[src/rtl/pcs_scrambler_pkg.sv]
// Shared constants for the 64b/66b PCS scrambler family: polynomial taps,
// block field widths, run-time mode encoding and valid sync headers.
package pcs_scrambler_pkg;

  localparam int unsigned TAP_A           = 39;
  localparam int unsigned TAP_B           = 58;
  localparam int unsigned LEN_PAYLOAD     = 64;
  localparam int unsigned LEN_SYNC_HEADER = 2;

  typedef enum logic {
    MODE_SCRAMBLE   = 1'b0,
    MODE_DESCRAMBLE = 1'b1
  } mode_e;

  localparam logic [LEN_SYNC_HEADER-1:0] SH_DATA = 2'b01;
  localparam logic [LEN_SYNC_HEADER-1:0] SH_CTRL = 2'b10;

endpackage

[src/rtl/scrambler_lane_core.sv]
// Combinational 1+x^39+x^58 scrambler/descrambler for one 64b payload.
// Payload bit 63 goes on the line first; state bit 0 holds the newest line bit.
module scrambler_lane_core
  import pcs_scrambler_pkg::*;
#(
  parameter int unsigned LEN_SCRAMBLER = 58
) (
  input  logic [LEN_PAYLOAD-1:0]   payload,
  input  logic [LEN_SCRAMBLER-1:0] state,
  input  mode_e                    mode,
  output logic [LEN_PAYLOAD-1:0]   result,
  output logic [LEN_SCRAMBLER-1:0] next_state
);

  localparam int unsigned IW = $clog2(LEN_PAYLOAD);

  logic [LEN_SCRAMBLER-1:0] shift;
  logic [IW-1:0]            idx;
  logic                     fb;

  // The bit-serial recurrence is unrolled; the shift history feeds back either
  // the scrambled bit (scramble) or the received bit (self-sync descramble).
  always_comb begin
    shift  = state;
    result = '0;
    idx    = '0;
    fb     = 1'b0;
    for (int unsigned i = 0; i < LEN_PAYLOAD; i++) begin
      idx         = IW'(LEN_PAYLOAD - 1 - i);
      fb          = shift[TAP_A-1] ^ shift[TAP_B-1];
      result[idx] = payload[idx] ^ fb;
      shift       = {shift[LEN_SCRAMBLER-2:0],
                     (mode == MODE_DESCRAMBLE) ? payload[idx] : result[idx]};
    end
    next_state = shift;
  end

endmodule

[src/rtl/multilane_scrambler.sv]
// NB_LANES independent 66b-block scramblers/descramblers with per-lane valid,
// shared seed load and saturating sync-header error counters.
module multilane_scrambler
  import pcs_scrambler_pkg::*;
#(
  parameter int unsigned              NB_LANES        = 4,
  parameter int unsigned              LEN_CODED_BLOCK = 66,
  parameter int unsigned              LEN_SCRAMBLER   = 58,
  parameter logic [LEN_SCRAMBLER-1:0] SEED            = '0,
  parameter int unsigned              NB_ERR_CNT      = 8
) (
  input  logic                                  i_clock,
  input  logic                                  i_reset,
  input  logic                                  i_enable,
  input  logic                                  i_bypass,
  input  logic                                  i_mode,
  input  logic [NB_LANES-1:0]                   i_valid,
  input  logic [NB_LANES*LEN_CODED_BLOCK-1:0]   i_data,
  input  logic                                  i_seed_load,
  input  logic [LEN_SCRAMBLER-1:0]              i_seed,
  input  logic                                  i_clear_cnt,
  output logic [NB_LANES*LEN_CODED_BLOCK-1:0]   o_data,
  output logic [NB_LANES-1:0]                   o_valid,
  output logic [NB_LANES-1:0]                   o_sh_error,
  output logic [NB_LANES*NB_ERR_CNT-1:0]        o_sh_err_cnt
);

  mode_e mode;
  assign mode = mode_e'(i_mode);

  for (genvar k = 0; k < NB_LANES; k++) begin : g_lane
    localparam int unsigned BASE = k * LEN_CODED_BLOCK;

    logic [LEN_SCRAMBLER-1:0]   state;
    logic [LEN_SCRAMBLER-1:0]   next_state;
    logic [LEN_PAYLOAD-1:0]     result;
    logic [LEN_SYNC_HEADER-1:0] header;
    logic                       bad_header;
    logic [LEN_CODED_BLOCK-1:0] data_q;
    logic                       valid_q;
    logic                       err_q;
    logic [NB_ERR_CNT-1:0]      cnt_q;

    assign header     = i_data[BASE+LEN_PAYLOAD +: LEN_SYNC_HEADER];
    assign bad_header = (mode == MODE_DESCRAMBLE) && i_valid[k] &&
                        (header != SH_DATA) && (header != SH_CTRL);

    scrambler_lane_core #(
      .LEN_SCRAMBLER (LEN_SCRAMBLER)
    ) u_core (
      .payload    (i_data[BASE +: LEN_PAYLOAD]),
      .state      (state),
      .mode       (mode),
      .result     (result),
      .next_state (next_state)
    );

    always_ff @(posedge i_clock) begin
      if (i_reset) begin
        state   <= SEED;
        data_q  <= '0;
        valid_q <= 1'b0;
        err_q   <= 1'b0;
        cnt_q   <= '0;
      end else if (i_enable) begin
        valid_q <= i_valid[k];
        err_q   <= bad_header;

        // A clear coinciding with a bad header leaves that one error counted.
        if (i_clear_cnt)
          cnt_q <= bad_header ? NB_ERR_CNT'(1) : '0;
        else if (bad_header && (cnt_q != '1))
          cnt_q <= cnt_q + 1'b1;

        if (i_valid[k])
          data_q <= i_bypass ? i_data[BASE +: LEN_CODED_BLOCK]
                             : {header, result};

        // Seed load wins over the data-driven update; bypass freezes the lane.
        if (i_seed_load)
          state <= i_seed;
        else if (i_valid[k] && !i_bypass)
          state <= next_state;
      end
    end

    assign o_data[BASE +: LEN_CODED_BLOCK]        = data_q;
    assign o_valid[k]                             = valid_q;
    assign o_sh_error[k]                          = err_q;
    assign o_sh_err_cnt[k*NB_ERR_CNT +: NB_ERR_CNT] = cnt_q;
  end

endmodule

[config.mk]
export PLATFORM = sky130hd
export DESIGN_NAME = multilane_scrambler
export DESIGN_NICKNAME = d
export VERILOG_FILES = /design/src/rtl/pcs_scrambler_pkg.sv /design/src/rtl/scrambler_lane_core.sv /design/src/rtl/multilane_scrambler.sv
export SDC_FILE = /design/constraint.sdc
export NUM_CORES = 2
export LEC_CHECK = 0
export BUFFER_PORTS_ARGS = -buffer_cell sky130_fd_sc_hd__buf_4
export CAP_MARGIN = 20
export CELL_PAD_IN_SITES_DETAIL_PLACEMENT = 0
export CELL_PAD_IN_SITES_GLOBAL_PLACEMENT = 1
export CORE_MARGIN = 3
export CORE_UTILIZATION = 37
export CTS_CLUSTER_DIAMETER = 120
export DETAILED_ROUTE_END_ITERATION = 16
export GPL_TIMING_DRIVEN = 0
export PLACE_DENSITY_LB_ADDON = 0.12
export SYNTH_ARGS = -nofsm -noshare
export SYNTH_HDL_FRONTEND = slang
export SYNTH_SLANG_ARGS = --single-unit
export TNS_END_PERCENT = 10
[constraint.sdc]
create_clock -name i_clock -period 1.65 [get_ports i_clock]
set_input_delay 0 -clock i_clock [delete_from_list [all_inputs] [get_ports i_clock]]
set_output_delay 0 -clock i_clock [all_outputs]
set_load 0.01 [all_outputs]
==> impl_metrics.toml <==
[timing]
period_share_pct = 110
slew_headroom_pct = 27.0
fin_setup_tns_ns = -3.04
finalSetupViolations = 74
rsz0062_at_grt = "true"
max_freq_mhz = 551
slew_violations = 0
tightest_slew_ns = 1.09
fin_skew_ns = 0.0303
fin_ws_ns = -0.166
layout_min_cycle_time_ns = 1.82
fin_hold_ws_ns = 0.00754
finalHoldViolations = 0

[power]
vdd_drop_max_mv = 0.684
leakage_uw = 0.0162
power_density_nw_per_um2 = 980

[synthesis]
synth.most_common_cell = "xnor2_1"
ys_seq_elements = 536
synth_edf_count = 0
netlist_top_cells_area = "dfxtp_1 34%, xnor2_1 16%, nor2_1 6.3%, a311oi_1 4.4%, xor2_1 4.2%"
synthArstFlopShare_pct = 0
dominantRegCellSynth = "dfxtp_1"
yosysTopAreaCell = "dfxtp_1"
syn_nets = 4172
synth_cell_types = 48
synthCells = 3835
syn-cell-area_um2 = 31400
synth_common_cells = "571 x xnor2_1, 536 x dfxtp_1, 528 x nor2_1, 222 x clkbuf_1, 201 x nor3_1"
avgSynthCellArea_um2 = 8.18
netlist.area_leader.share_pct = 34.2
ys_warn_count = 0
ys_seq_area_share_pct = 34.2

[layout]
final_nets = 5178
syn_to_final_growth_pct = 42.7
stdcell_count = 6039
layout-drive-gt1-share_pct = 22.1
multi_input_area_um2 = 21100
n_fill_cell = 8261
seqCellArea_um2 = 10800

[global_routing]
overflow = 0
grt_max_degree = 13
grt_pass1_wl_um = 249000
grt_pass1_vias = 33300
grt_usage_pct = 38.9
antenna_found_initial = 23

[critical_path]
crit_arrival_ns = 2.32
r2r_cells = 5
required_ns = 2.16
worstSetupPathType = "input pin to register"
ff2ff_setup_slack_ns = -0.09
worstPathMaxFanout = 10
r2r-start = "g_lane[2].state[13]$_SDFFE_PP0P_"
startpoint_type = "input pin"
r2r_end = "g_lane[2].state[19]$_SDFFE_PP0P_"
end_kind = "register"

[clock_tree]
cts_max_level = 3
path_clk_slew_ns = 0.07
cts_root_buffer = "clkbuf_16"
clk_path_buf_depth = 3
clock-sinks = 536
clkLatencyLatePin_ns = 0.63
cts_buffers = 68
cts_tree = "yes"

[run_status]
violations = "negative setup slack"
status = "finished with violations"

[place]
place_hpwl_um = 139000
globalplace.congestion = 0.984
dpl.cell_count = 5607
port_buffers = 634

[worst_hold_path]
holdPathStages = 3
worstHoldStart = "i_seed[21]"
hold_path_class = "input pin to register"
holdPathEnd = "g_lane[2].state[21]$_SDFFE_PP0P_"

[floorplanning]
coreArea_um2 = 83800
die_h_um = 297
dieArea_um2 = 88400
top_level_ports = 637
start_util_pct = 37.4
fp.dieW_um = 297
rows = 106

[run]
max-cap-violations = 0

[route]
drtIter0Drc = 3635
dr.pass1.iters = 6
drt_wl_total_um = 180000
via_count = 35200
post-route-drc-count = 0
routed_via_density = 5.83
ant_nets = 0
wire_per_inst_um = 29.9
[cells in the final DEF, fill, tap and decap left out, drive strengths merged, types with 169 or more instances in the layout]
cell type	instances
buf	731
xnor2	571
dfxtp	536
nor2	529
clkbuf	334
dlygate4sd3	285
nor3	201
o21ai	170
a21oi	169
[metrics by stage]
stage / cell area (um^2) / power, uW / worst slack (ns) / util, %
2_1_floorplan: 31400 / 21500 / 0.00384 / -
3_3_place_gp: 37600 / 26800 / -1.58 / 44.8
3_5_place_dp: 37600 / 26800 / -1.61 / 44.9
4_1_cts: 43700 / 43100 / -0.0313 / 52.2
5_1_grt: 44800 / 45000 / -0.0972 / 53.4
6_report: 44800 / 43900 / -0.166 / 53.4
[power by group]
| group | leakage [uW] | switching (uW) | internal [uW] | total, uW |
|---|---|---|---|---|
| Sequential | 0.00443 | 1420 | 13900 | 15400 |
| Combinational | 0.0106 | 7560 | 5540 | 13100 |
| Clock | 0.00109 | 6400 | 9020 | 15400 |
| Total | 0.0162 | 15400 | 28500 | 43900 |
[flip-flops by register name (all words and copies together), names as in the netlist]
register	cells
g_lane.cnt_q	32
g_lane.data_q	264
g_lane.err_q	4
g_lane.state	232
g_lane.valid_q	4
[how the worst max path moves through the flow]
stage                                      from                          endpoint  slack (ns)  cells after the start
3_5_place_dp                           i_bypass  g_lane[3].data_q[5]$_SDFFE_PP0P_       -1.61                      8
3_3_place_gp                           i_bypass  g_lane[3].data_q[5]$_SDFFE_PP0P_       -1.58                      8
4_1_cts         g_lane[1].cnt_q[0]$_SDFFE_PP0P_   g_lane[1].cnt_q[0]$_SDFFE_PP0P_       -0.03                      6
5_1_grt        g_lane[3].state[14]$_SDFFE_PP0P_  g_lane[3].state[20]$_SDFFE_PP0P_        -0.1                      5
6_report                            i_seed_load  g_lane[3].state[11]$_SDFFE_PP0P_       -0.17                      5
2_1_floorplan   g_lane[1].cnt_q[0]$_SDFFE_PP0P_   g_lane[1].cnt_q[0]$_SDFFE_PP0P_       0.004                      6
[critical path, stage by stage]
cell	delay [ns]
buf_2	0.33
buf_2	0.36
clkbuf_2	0.40
nand4b_1	0.80
o311ai_0	0.40
[cell families after synthesis]
group / Yosys count / synth area share (%)
AOI/OAI and AO/OA: 972 / 21.7
xor gates and xnor gates: 722 / 20.1
adders and majority gates: 4 / 0.159
buffers and inverters: 336 / 4.35
DFF: 536 / 34.2
and+or+nand+nor: 1265 / 19.5
[timing repair]
action	in CTS	in global routing
endpoints found under the hold margin	508	12
resized for setup	175	168
gates cloned	0	0
pin swaps	12	29
setup buffers	9	5
setup endpoints to repair	438	216
hold buffers	282	3
[final cells by class]
cell class                      count  area share (%)
Antenna cell                       15          0.0838
Buffer                            305            2.96
Clock buffer                      109            4.69
Clock inverter                     10           0.290
Inverter                           30           0.251
Multi-Input combinational cell   2963            47.1
Sequential cell                   536            24.1
Tap cell                         1134            3.17
Timing Repair Buffer              937            17.4
[per-layer routing]
metal | part of all wire [%] | GRT usage (%) | vias up
met1 | 40 | 50.2 | 17100
li1 | - | - | 15700
met2 | 44 | 60.7 | 1912
met5 | 0.14 | 0.974 | -
met3 | 9.8 | 9.31 | 422
met4 | 5.7 | 19.1 | 24
Note: power is estimated with default switching activity, not from simulation.
